## config.mk

```make
export PLATFORM = sky130hd
export DESIGN_NAME = pkt_xform_ctrl
export DESIGN_NICKNAME = d
export VERILOG_FILES = /design/src/rtl/pkt_xform_ctrl.sv
export SDC_FILE = /design/constraint.sdc
export NUM_CORES = 1
export LEC_CHECK = 0
export BUFFER_PORTS_ARGS = -buffer_cell sky130_fd_sc_hd__buf_2
export CAP_MARGIN = 15
export CORE_AREA = 2 2 95 97
export CTS_BUF_LIST = sky130_fd_sc_hd__clkbuf_4
export CTS_CLUSTER_DIAMETER = 120
export DETAILED_ROUTE_END_ITERATION = 7
export DIE_AREA = 0 0 97 99
export PLACE_DENSITY = 0.82
export SYNTH_ARGS = -nofsm -noshare
export SYNTH_HDL_FRONTEND = slang
export SYNTH_SLANG_ARGS = --single-unit
```

## constraint.sdc

```tcl
create_clock -name clk -period 7.5 [get_ports clk]
set_clock_uncertainty 0.2 [all_clocks]
set_input_delay 1.5 -clock clk [delete_from_list [all_inputs] [get_ports clk]]
set_output_delay 1.5 -clock clk [all_outputs]
set_load 0.02 [all_outputs]
```

## src/rtl/pkt_xform_ctrl.sv

```systemverilog
// Bus-programmable packet pass-through: per-packet transform (pass/invert/xor/drop)
// into a LAT-deep rx->tx pipeline, with packet/beat counters on the register bus.
module pkt_xform_ctrl #(
  parameter int          DW        = 8,
  parameter int          LAT       = 1,
  parameter logic [15:0] BASE_ADDR = 16'h0010
) (
  input  logic          clk,
  input  logic          rst_n,
  input  logic          bus_cmd_valid,
  input  logic          bus_op,
  input  logic [15:0]   bus_addr,
  input  logic [15:0]   bus_wr_data,
  output logic [15:0]   bus_rd_data,
  input  logic [DW-1:0] rxd,
  input  logic          rx_dv,
  output logic [DW-1:0] txd,
  output logic          tx_en
);

  typedef enum logic {IDLE, IN_PKT} state_t;

  state_t        state, next_state;
  logic [15:0]   offset;
  logic          in_range, wr, rd;
  logic          wr_ctrl, wr_key, wr_hi, wr_lo, wr_beat, rd_hi;
  logic [1:0]    mode, active_mode, cur_mode;
  logic          cnt_en;
  logic [DW-1:0] key;
  logic [15:0]   key_ext;
  logic [31:0]   pkt_cnt;
  logic [15:0]   lo_shadow, beat_cnt;
  logic          start;
  logic [DW-1:0] xf_d;
  logic          xf_v;
  logic [DW-1:0] pipe_d [LAT];
  logic [LAT-1:0] pipe_v;

  assign offset   = bus_addr - BASE_ADDR;
  assign in_range = offset < 16'd6;
  assign wr       = bus_cmd_valid & bus_op & in_range;
  assign rd       = bus_cmd_valid & ~bus_op & in_range;
  assign wr_ctrl  = wr & (offset[2:0] == 3'd0);
  assign wr_key   = wr & (offset[2:0] == 3'd1);
  assign wr_hi    = wr & (offset[2:0] == 3'd2);
  assign wr_lo    = wr & (offset[2:0] == 3'd3);
  assign wr_beat  = wr & (offset[2:0] == 3'd4);
  assign rd_hi    = rd & (offset[2:0] == 3'd2);
  assign start    = (state == IDLE) & rx_dv;

  always_ff @(posedge clk) begin
    if (!rst_n) state <= IDLE;
    else        state <= next_state;
  end

  always_comb begin
    next_state = state;
    case (state)
      IDLE:    if (rx_dv)  next_state = IN_PKT;
      IN_PKT:  if (!rx_dv) next_state = IDLE;
      default: next_state = IDLE;
    endcase
  end

  // The first beat of a packet sees CTRL.mode directly; later beats use the latched copy.
  always_comb begin
    cur_mode = (state == IN_PKT) ? active_mode : mode;
    xf_d     = '0;
    xf_v     = 1'b0;
    if (rx_dv) begin
      case (cur_mode)
        2'd0:    begin xf_d = rxd;       xf_v = 1'b1; end
        2'd1:    begin xf_d = ~rxd;      xf_v = 1'b1; end
        2'd2:    begin xf_d = rxd ^ key; xf_v = 1'b1; end
        default: begin xf_d = '0;        xf_v = 1'b0; end
      endcase
    end
  end

  always_ff @(posedge clk) begin
    if (!rst_n) begin
      mode        <= 2'd0;
      cnt_en      <= 1'b1;
      key         <= '0;
      active_mode <= 2'd0;
    end else begin
      if (start)   active_mode <= mode;
      if (wr_ctrl) {cnt_en, mode} <= bus_wr_data[2:0];
      if (wr_key)  key <= bus_wr_data[DW-1:0];
    end
  end

  // A bus write to a counter in the same cycle as an increment discards the increment.
  always_ff @(posedge clk) begin
    if (!rst_n) begin
      pkt_cnt   <= '0;
      lo_shadow <= '0;
      beat_cnt  <= '0;
    end else begin
      if (wr_hi) pkt_cnt[31:16] <= bus_wr_data;
      if (wr_lo) pkt_cnt[15:0]  <= bus_wr_data;
      if (!wr_hi && !wr_lo && start && cnt_en) pkt_cnt <= pkt_cnt + 32'd1;
      if (wr_beat)                             beat_cnt <= bus_wr_data;
      else if (rx_dv && beat_cnt != 16'hFFFF) beat_cnt <= beat_cnt + 16'd1;
      if (rd_hi) lo_shadow <= pkt_cnt[15:0];
    end
  end

  always_ff @(posedge clk) begin
    if (!rst_n) begin
      for (int i = 0; i < LAT; i++) pipe_d[i] <= '0;
      pipe_v <= '0;
    end else begin
      pipe_d[0] <= xf_d;
      pipe_v[0] <= xf_v;
      for (int i = 1; i < LAT; i++) begin
        pipe_d[i] <= pipe_d[i-1];
        pipe_v[i] <= pipe_v[i-1];
      end
    end
  end

  assign txd   = pipe_d[LAT-1];
  assign tx_en = pipe_v[LAT-1];

  always_comb begin
    key_ext         = '0;
    key_ext[DW-1:0] = key;
  end

  always_comb begin
    bus_rd_data = '0;
    if (rd) begin
      case (offset[2:0])
        3'd0:    bus_rd_data = {13'd0, cnt_en, mode};
        3'd1:    bus_rd_data = key_ext;
        3'd2:    bus_rd_data = pkt_cnt[31:16];
        3'd3:    bus_rd_data = lo_shadow;
        3'd4:    bus_rd_data = beat_cnt;
        3'd5:    bus_rd_data = {13'd0, active_mode, state == IN_PKT};
        default: bus_rd_data = '0;
      endcase
    end
  end

endmodule

```

=== Yosys cells after proc, flatten, opt, wreduce, memory -nomap -nowiden ===
Memory sizes are Yosys's and may differ from the RTL's.
Index checks and enable logic that the tools add are counted.

* Logic and storage cells: 68
* RAM bits: 8
* Input port bits: 45
* Bits in registers: 79
* Memories kept: 1

{| class="wikitable"
|+ Memory list
! memory !! depth !! width !! rd ports !! clocked after Yosys merged registers in !! wr ports !! line !! RTL
|-
| pipe_d || 1 || 8 || 1 || 0 || 1 || 36 || <nowiki>logic [DW-1:0] pipe_d [LAT];</nowiki>
|}

* Add/subtract/negate cells: 3
* Order comparisons: 1
* Multiplexer cells: 16
* Bitwise logic cells: 15
* Reductions and logical operators: 14
* Eq/ne operators: 8

{| class="wikitable"
|+ Operator list
! operator !! number
|-
| $pmux 16 s6 || 1
|-
| $mux 16 || 5
|-
| $add 32x1->32 const B || 1
|-
| $mux 32 || 1
|-
| $pmux 8 s3 || 1
|-
| $add 16x1->16 const B || 1
|-
| $lt 16x3->1 const B || 1
|-
| $mux 8 || 2
|-
| $ne 16x16->1 const B || 1
|-
| $sub 16x5->16 const B || 1
|-
| $and 1x1->1 || 11
|-
| $not 8->8 || 1
|-
| $reduce_or 8->1 || 1
|-
| $xor 8x8->8 || 1
|-
| $eq 3x2->1 const B || 2
|-
| $eq 3x3->1 const B || 2
|-
| $reduce_bool 2->1 || 3
|-
| $mux 1 || 5
|-
| $logic_and 1x1->1 || 4
|-
| $eq 3x1->1 const B || 1
|-
| $logic_not 3->1 || 1
|-
| $reduce_or 3->1 || 1
|-
| $eq 2x1->1 const B || 1
|-
| $eq 2x2->1 const B || 1
|-
| other kinds (5) || 7
|}

=== Logic depth before layout (Yosys ltp) ===
Gate-level depths: netlist of run 1.

* Word-level depth: 9
* Gate-level depth with buffers: 9

=== Worst setup path after synthesis of run 1 ===
No wires, ideal clock.

* Path type: in2out
* From: input bus_addr[10]
* To: output bus_rd_data[10]
* Stages: 6
* Path slack: 2.802 ns
* Buffers on the path: 2
* Arrival time: 2.998 ns
* Cell sequence: nor4_2 > nand2_1 > or3_1 > buf_6 > clkbuf_1 > nor2_1

* Longest elaborated chain between the ends: 4

{| class="wikitable"
|+ RTL lines
! item !! line !! RTL
|-
| start: declaration || 12 || <nowiki>input logic [15:0] bus_addr,</nowiki>
|-
| $sub 16x5->16 || 39 || <nowiki>assign offset = bus_addr - BASE_ADDR;</nowiki>
|-
| $lt 16x3->1 || 40 || <nowiki>assign in_range = offset < 16'd6;</nowiki>
|-
| $and 1x1->1 || 42 || <nowiki>assign rd = bus_cmd_valid & ~bus_op & in_range;</nowiki>
|-
| $mux 16 || 133 || <nowiki>if (rd) begin</nowiki>
|-
| end: declaration || 14 || <nowiki>output logic [15:0] bus_rd_data,</nowiki>
|}

Every way passes these cells.

=== Worst setup path after layout of run 1 ===
* From: input bus_addr[13]
* To: output bus_rd_data[1]

The elaborated chain is that of the path after synthesis.

==> impl_metrics.csv, run 1 <==
group,metric,value,unit
logic_synthesis,synth.mux.area_fraction,8.83,%
floorplanning,die_x,97,microns
logic_synthesis,synth_area_leaders,"dfxtp_1 (34%), nand2_1 (6.8%), a21oi_1 (6.1%), mux2i_1 (5.9%), nor2_1 (5.7%)",
timing,final_max_slew_viol_count,0,
clocking,cts.sinks,87,
critical_path,r2r.worst_path.cells,7,
critical_path,setup.worst_path.class,"input pin to output pin",
critical_path,crit_arrival,3.36,ns
logic_synthesis,synth_nets,691,
global_route,grt_pass1_wl,24400,microns
global_route,grt_remaining_overflow,0,
logic_synthesis,syn-cell-area,5060,sq um
timing,fmax,0.198,GHz
run_status,status,"complete, no violations",
detailed_routing,vias,5146,
critical_path,crit_start,"bus_addr[13]",
clocking,clock_latency,0.45,ns
detailed_routing,antenna_left,0,
finish,fill_cells,778,
clocking,cts_made_buffers,9,
logic_synthesis,synth_cell_type_count,64,
logic_synthesis,synth_ff_type,"dfxtp_1",
logic_synthesis,synth-seq-cells,87,
pwr,powerDensity,143,nW/um^2
finish,antenna_cells,0,
logic_synthesis,synth_top_family_by_area,"simple AND/OR/NAND/NOR gates",
flow_run,maxCapViolCount,0,
critical_path,r2r-end,"beat_cnt[2]$_SDFFE_PN0P_",
detailed_routing,routed_wl,15400,microns
timing,setup_tns,0,ns
critical_path,path_max_fanout,17,
timing,rsz0062_at_grt,"no",
logic_synthesis,synth_top_cell_by_area,"dfxtp_1",
floorplanning,placementRows,34,
timing,tightest_slew,1.07,ns
placement,io_buffers,69,
floorplanning,initial_core_util,59.2,%
global_route,grt_pass1_vias,4808,
timing,worst_hold_slack,0.262,ns
finish,layout-drive-gt1-share,16.8,%
global_route,grt_antenna_before_repair,0,
logic_synthesis,synth_simple_gate_area_share,29.9,%
pwr,power_leakage,1.96,nW
floorplanning,dieArea,9600,sq um
clocking,root_buffer,"clkbuf_4",
timing,timing.final.crit_share,67.4,%
critical_path,required,5.80,ns
min_path,worstHoldStart,"lo_shadow[6]$_SDFFE_PN0P_",
global_route,grt_max_degree,42,
placement,hpwlAfterDp,11400,microns
logic_synthesis,synth-compound-area-share,19.3,%
clocking,cts_tree,"built",
critical_path,reg2reg_from,"beat_cnt[0]$_SDFFE_PN0P_",
logic_synthesis,synth_top_area_share,34.4,%
logic_synthesis,synth.top_cells.by_count,"nand2_1 (91), dfxtp_1 (87), nor2_1 (77), a21oi_1 (62), mux2i_1 (30)",
placement,placed_area,5420,sq um
logic_synthesis,syn_area_per_cell,7.86,sq um
clocking,clk_pin_slew_worst_paths,0.14,ns
detailed_routing,wl_per_cell,19.1,microns
logic_synthesis,yosysMostFrequentCell,"nand2_1",
detailed_routing,drt_iter0_drc,431,
floorplanning,die_y,99,microns
logic_synthesis,async_reset_ff_share,0,%
logic_synthesis,synth_cells,644,
critical_path,cp-end-kind,"output pin",
timing,period_needed,5.06,ns
timing,hold_viol,0,
placement,gp_congestion,0.966,
logic_synthesis,ys_seq_area_share,34.4,%
min_path,whs_endpoint,"lo_shadow[6]$_SDFFE_PN0P_",
detailed_routing,drt-vias-per-instance,6.38,
clocking,cts_hold_buf,0,
clocking,cts-resized-gates,0,
pwr,peakVddDrop,0.0000735,V
clocking,post-cts-setup-buffer-count,0,
finish,finalCoreUtilization,64.7,%
clocking,h-tree-depth,3,
timing,max_slew_margin,27.8,%
finish,layout.nets,741,
clocking,clock_path_buffers,2,
detailed_routing,drtPass1Iterations,5,
floorplanning,fp.coreArea,8550,sq um
logic_synthesis,yosys_warnings,0,
logic_synthesis,synth-xor-area-share,3.46,%
detailed_routing,drcViolationCount,0,
finish,area_delta_synth_final,9.40,%
floorplanning,ios,70,
logic_synthesis,synth_edf_count,0,
critical_path,ff2ff_setup_slack,4.78,ns
min_path,hold_path.class,"flip-flop to flip-flop",
global_route,grt_usage,31.7,%
critical_path,start_kind,"input pin",
timing,setup_violations,0,
min_path,hold_depth,2,
logic_synthesis,yosys.area_share.adder,0.495,%
finish,fin_area,5540,sq um
## cell families after synthesis
family                     after synthesis
and+or+nand+nor                        294
AOI/OAI and AO/OA                      157
DFF                                     87
buffers and inverters                   42
muxes                                   42
xor gates and xnor gates                20
adders and majority gates                2
## routing by layer
| metal | GRT usage (%) | wire [microns] | vias to the layer above |
|---|---|---|---|
| met5 | 0 | 0 | - |
| met4 | 12.8 | 510 | 0 |
| met1 | 42.7 | 6550 | 2392 |
| met3 | 5.18 | 1360 | 52 |
| met2 | 51.1 | 6970 | 271 |
| li1 | - | - | 2431 |
## power by group
group          leakage (nW)  switching, W  internal [W]
Combinational          1.20     0.0000482     0.0000244
Sequential            0.703    0.00000356      0.000467
Clock                0.0610      0.000172     0.0000741
Total                  1.96      0.000224      0.000565
## per-stage QoR
step	power [W]	worst slack, ns	instances
after floorplan	0.000517	2.80	644
after global placement	0.000548	2.50	791
after detailed placement	0.000550	2.49	791
after CTS	0.000790	2.48	806
after global routing	0.000814	2.30	806
final	0.000789	2.44	806
## layout make-up
type	count	area [sq um]	share of cell area, %
repair buffers	72	368	6.65
multi-input cells	515	3140	56.7
clock buffers	10	75.1	1.36
flip-flops and latches	87	1740	31.5
inverters	9	33.8	0.610
clock inverters	5	43.8	0.791
well taps	108	135	2.44
## critical path: stages
cell and delay, ns:
buf_2 0.11, nor4_2 0.43, nand2_1 0.23, or3_1 0.64
nor2_1 0.25, buf_2 0.19
## how the worst max path moves through the flow
stage,cells after the start,to
2_1_floorplan,6,bus_rd_data[10]
3_3_place_gp,6,bus_rd_data[1]
3_5_place_dp,6,bus_rd_data[1]
4_1_cts,6,bus_rd_data[1]
5_1_grt,7,bus_rd_data[6]
6_report,6,bus_rd_data[1]
## state kept, by name, indices dropped and copies added (netlist names)
register / cells
tx_en: 1
cnt_en: 1
pipe_d: 8
active_mode: 2
beat_cnt: 16
lo_shadow: 16
mode: 2
state: 1
pkt_cnt: 32
key: 8
## cells in the final DEF (no fill, tap or decap), drive strengths merged, types with 3 or more instances in the layout
cell type and n:
a211oi 12, a21o 3, a21oi 63, a22oi 9, a31oi 10, a32oi 3
and2 10, and3 10, and4 3, buf 72, clkbuf 10, dfxtp 87
inv 11, mux2 11, mux2i 30, nand2 91, nand2b 3, nand3 29
nand3b 4, nand4 13, nor2 77, nor2b 5, nor3 15, nor4 9
o211ai 7, o21ai 27, o22a 6, o22ai 8, or3 9, or4 6
xnor2 6, xor2 14
(Power assumes the default switching activity.)
==> inputs of run 2 (changes only) <==
==> constraint.sdc (replaced) <==
create_clock -name clk -period 4.8 [get_ports clk]
set_clock_uncertainty 0.2 [all_clocks]
set_input_delay 0.96 -clock clk [delete_from_list [all_inputs] [get_ports clk]]
set_output_delay 0.96 -clock clk [all_outputs]
set_load 0.02 [all_outputs]
==> impl_metrics.csv, run 2 (synthesized netlist as in run 1, its figures left out) <==
group,metric,value,unit
critical_path,required,3.64,ns
timing,tightest_slew,1.07,ns
finish,area_delta_synth_final,9.74,%
finish,antenna_cells,0,
detailed_routing,antenna_left,0,
timing,final_max_slew_viol_count,0,
detailed_routing,drt_iter0_drc,441,
global_route,grt_pass1_vias,4755,
detailed_routing,vias,5213,
clocking,cts_hold_buf,0,
floorplanning,die_x,97,microns
clocking,clock_path_buffers,2,
flow_run,maxCapViolCount,0,
floorplanning,ios,70,
timing,hold_viol,0,
pwr,powerDensity,223,nW/um^2
timing,setup_violations,0,
finish,final_common_cell,"nand2_1",
global_route,grt_antenna_before_repair,0,
floorplanning,die_y,99,microns
critical_path,start_kind,"input pin",
floorplanning,placementRows,34,
timing,max_slew_margin,28.7,%
finish,finalCoreUtilization,64.9,%
placement,io_buffers,69,
finish,layout.nets,743,
finish,top_regs,"pkt_cnt x32, beat_cnt x16, lo_shadow x16",
global_route,grt_max_degree,33,
clocking,cts_made_buffers,9,
critical_path,cp-end-kind,"output pin",
clocking,cts-resized-gates,0,
critical_path,setup.worst_path.class,"input pin to output pin",
timing,rsz0062_at_grt,"no",
critical_path,crit_arrival,2.88,ns
detailed_routing,routed_wl,15700,microns
clocking,root_buffer,"clkbuf_4",
pwr,peakVddDrop,0.000151,V
timing,timing.final.crit_share,84.1,%
finish,final_cell_mix,"nand2_1 (91), dfxtp_1 (87), nor2_1 (77), buf_2 (69), a21oi_1 (62)",
clocking,clk_pin_slew_worst_paths,0.14,ns
placement,placedCellCount,793,
clocking,cts_tree,"built",
timing,fmax,0.248,GHz
global_route,grt_usage,32.3,%
floorplanning,initial_core_util,59.2,%
placement,hpwlAfterDp,11700,microns
pwr,power_leakage,1.98,nW
finish,fin_cells,809,
floorplanning,fp.coreArea,8550,sq um
timing,period_needed,4.04,ns
min_path,hold_path.class,"flip-flop to flip-flop",
clocking,post-cts-setup-buffer-count,0,
detailed_routing,drtPass1Iterations,5,
timing,setup_tns,0,ns
clocking,clock_latency,0.45,ns
run_status,status,"complete, no violations",
finish,largest_register_ffs,32,
clocking,cts.sinks,87,
placement,gp_congestion,0.976,
detailed_routing,drcViolationCount,0,
detailed_routing,wl_per_cell,19.4,microns
global_route,grt_remaining_overflow,0,
floorplanning,dieArea,9600,sq um
clocking,h-tree-depth,3,
finish,regMostFlops,"pkt_cnt",
critical_path,path_max_fanout,17,
detailed_routing,drt-vias-per-instance,6.44,
finish,layout-drive-gt1-share,17.0,%
global_route,grt_pass1_wl,24600,microns
[run 2: per-layer routing]
metal | share of wire (%) | track usage (%)
met1 | 42 | 43.0
met2 | 46 | 52.8
met3 | 9.5 | 6.45
met4 | 2.6 | 10.9
met5 | 0 | 0
[run 2: path summary, 6_finish.rpt]
path / start / end / slack [ns] / cells after the start
worst min register to register: lo_shadow[7]$_SDFFE_PN0P_ / lo_shadow[7]$_SDFFE_PN0P_ / 0.27 / 2
worst min-delay path: lo_shadow[7]$_SDFFE_PN0P_ / lo_shadow[7]$_SDFFE_PN0P_ / 0.27 / 2
worst max-delay path: bus_addr[13] / bus_rd_data[1] / 0.76 / 6
worst max register to register: beat_cnt[0]$_SDFFE_PN0P_ / beat_cnt[3]$_SDFFE_PN0P_ / 2.07 / 7
[run 2: final cells by class]
class,instances,area [sq um]
Clock buffer,9,67.6
Clock inverter,7,53.8
Fill cell,771,3000
Inverter,9,33.8
Multi-Input combinational cell,515,3140
Sequential cell,87,1740
Tap cell,108,135
Timing Repair Buffer,74,383
[run 2: power breakdown]
part / switching [W] / internal (W) / leakage, nW
registers: 0.00000553 / 0.000729 / 0.703
logic: 0.0000771 / 0.0000385 / 1.21
clock network: 0.000278 / 0.000112 / 0.0663
total: 0.000360 / 0.000880 / 1.98
[run 2: per-stage QoR]
stage / hold WS [ns] / power [W] / cell area (sq um) / worst slack, ns
CTS: 0.264 / 0.00124 / 5550 / 0.851
finish: 0.270 / 0.00124 / 5550 / 0.762
floorplan: 0.228 / 0.000808 / 5060 / 1.18
detailed placement: 0.246 / 0.000862 / 5430 / 0.848
global route: 0.280 / 0.00129 / 5550 / 0.641
global placement: 0.240 / 0.000858 / 5430 / 0.882
[run 2: critical path, cell delays in order]
cell     delay [ns]
buf_2          0.11
nor4_2         0.42
nand2_1        0.22
or3_1          0.65
nor2_1         0.31
buf_2          0.21
==> inputs of run 3 (changes only) <==
--- a/config.mk
+++ b/config.mk
@@ -7,12 +7,12 @@
 export LEC_CHECK = 0
 export BUFFER_PORTS_ARGS = -buffer_cell sky130_fd_sc_hd__buf_2
 export CAP_MARGIN = 15
-export CORE_AREA = 2 2 95 97
+export CORE_AREA = 2 2 100 102
 export CTS_BUF_LIST = sky130_fd_sc_hd__clkbuf_4
 export CTS_CLUSTER_DIAMETER = 120
 export DETAILED_ROUTE_END_ITERATION = 7
-export DIE_AREA = 0 0 97 99
-export PLACE_DENSITY = 0.82
+export DIE_AREA = 0 0 102 104
+export PLACE_DENSITY = 0.78
 export SYNTH_ARGS = -nofsm -noshare
 export SYNTH_HDL_FRONTEND = slang
 export SYNTH_SLANG_ARGS = --single-unit
==> constraint.sdc (replaced) <==
create_clock -name clk -period 3.3 [get_ports clk]
set_clock_uncertainty 0.2 [all_clocks]
set_input_delay 0.66 -clock clk [delete_from_list [all_inputs] [get_ports clk]]
set_output_delay 0.66 -clock clk [all_outputs]
set_load 0.02 [all_outputs]
==> impl_metrics.csv, run 3 (synthesized netlist as in run 1, its figures left out) <==
group,metric,value,unit
clocking,cts.sinks,87,
finish,multiInputGateArea,3140,sq um
detailed_routing,drt-vias-per-instance,6.13,
detailed_routing,routed_wl,15800,microns
min_path,hold_path.class,"input pin to flip-flop",
finish,antenna_cells,0,
detailed_routing,drt_iter0_drc,445,
placement,io_buffers,69,
clocking,clk_pin_slew_worst_paths,0.15,ns
pwr,pwr-share-seq,56.2,%
pwr,power_switching,0.000539,W
timing,final_max_slew_viol_count,0,
timing,hold_viol,0,
finish,area_delta_synth_final,13.5,%
floorplanning,dieArea,10600,sq um
clocking,cts_made_buffers,9,
global_route,grt_remaining_overflow,0,
timing,timing.final.crit_share,94.1,%
clocking,clock_path_buffers,2,
pwr,switching_share,28.4,%
timing,rsz0062_at_grt,"no",
timing,setup_violations,0,
detailed_routing,vias,5214,
finish,fill_cells,921,
floorplanning,placementRows,36,
critical_path,start_kind,"input pin",
placement,gp_congestion,0.926,
pwr,powerDensity,331,nW/um^2
finish,top_regs,"pkt_cnt x32, beat_cnt x16, lo_shadow x16",
clocking,root_buffer,"clkbuf_4",
pwr,peakVddDrop,0.000188,V
finish,final_cell_mix,"nand2_1 (91), dfxtp_1 (87), nor2_1 (77), buf_2 (69), a21oi_1 (62)",
global_route,grt_max_degree,33,
finish,regMostFlops,"pkt_cnt",
finish,layout.nets,760,
timing,tightest_slew,0.622,ns
detailed_routing,antenna_left,0,
global_route,grt_usage,30.3,%
flow_run,maxCapViolCount,0,
pwr,p_int,0.00136,W
clocking,cts_tree,"built",
critical_path,path_max_fanout,8,
timing,period_needed,3.10,ns
finish,regArea,1740,sq um
timing,fmax,0.322,GHz
critical_path,setup.worst_path.class,"input pin to output pin",
global_route,grt_pass1_wl,24900,microns
finish,largest_register_ffs,32,
pwr,power_frac_comb,9.1,%
placement,hpwlAfterDp,11800,microns
detailed_routing,wl_per_cell,18.5,microns
finish,final_common_cell,"nand2_1",
global_route,grt_antenna_before_repair,0,
clocking,cts_hold_buf,0,
pwr,clkPwrFrac,34.7,%
critical_path,required,2.44,ns
critical_path,cp-end-kind,"output pin",
floorplanning,die_x,102,microns
timing,max_slew_margin,58.0,%
detailed_routing,drcViolationCount,0,
pwr,power_leakage,2.07,nW
clocking,clock_latency,0.48,ns
critical_path,crit_arrival,2.24,ns
clocking,h-tree-depth,3,
floorplanning,initial_core_util,53.0,%
detailed_routing,drtPass1Iterations,7,
finish,finalCoreUtilization,60.1,%
clocking,cts-resized-gates,0,
timing,setup_tns,0,ns
floorplanning,fp.coreArea,9550,sq um
finish,layout-drive-gt1-share,19.1,%
floorplanning,ios,70,
run_status,status,"complete, no violations",
floorplanning,die_y,104,microns
global_route,grt_pass1_vias,4848,
clocking,post-cts-setup-buffer-count,0,
run 3: cell type report:
class / instances / area share (%)
Multi-Input combinational cell: 515 / 54.7
Sequential cell: 87 / 30.3
Timing Repair Buffer: 91 / 8.89
Tap cell: 133 / 2.90
Clock inverter: 7 / 1.44
Clock buffer: 9 / 1.18
Inverter: 9 / 0.588
run 3: path summary, 6_finish.rpt:
kind	from	end	slack, ns	cells past startpoint
worst max-delay path	bus_addr[13]	bus_rd_data[11]	0.20	7
worst min-delay path	bus_wr_data[11]	beat_cnt[11]$_SDFFE_PN0P_	0.26	3
worst max register to register	beat_cnt[0]$_SDFFE_PN0P_	beat_cnt[2]$_SDFFE_PN0P_	0.75	7
worst min register to register	lo_shadow[8]$_SDFFE_PN0P_	lo_shadow[8]$_SDFFE_PN0P_	0.27	2
run 3: power by group through the flow:
stage               sequential (W)  clock [W]  combinational [W]
global placement           0.00109          0           0.000166
global route               0.00107   0.000716           0.000184
finish                     0.00107   0.000659           0.000173
detailed placement         0.00109          0           0.000169
floorplan                  0.00110          0          0.0000809
CTS                        0.00107   0.000661           0.000170
run 3: routing by layer:
| layer | share of wire (%) | track usage (%) |
|---|---|---|
| met2 | 48 | 47.7 |
| met5 | 0 | 0 |
| met1 | 41 | 41.1 |
| met4 | 3.0 | 12.9 |
| met3 | 8.5 | 4.64 |
run 3: worst max-delay path, stage by stage:
cell and delay, ns:
buf_2 0.11, nor4_2 0.31, nand2_1 0.20, or3_1 0.46, buf_4 0.21, nor2_1 0.11, buf_2 0.17
run 3: through the flow:
| stage | std cells | area [sq um] | worst slack (ns) | total power, W | hold slack, ns |
|---|---|---|---|---|---|
| after floorplan | 644 | 5060 | 0.282 | 0.00118 | 0.228 |
| final | 851 | 5740 | 0.196 | 0.00190 | 0.262 |
| after global routing | 851 | 5740 | 0.0440 | 0.00197 | 0.259 |
| after global placement | 835 | 5590 | 0.269 | 0.00126 | 0.240 |
| after CTS | 851 | 5740 | 0.190 | 0.00190 | 0.246 |
| after detailed placement | 835 | 5590 | 0.197 | 0.00126 | 0.247 |
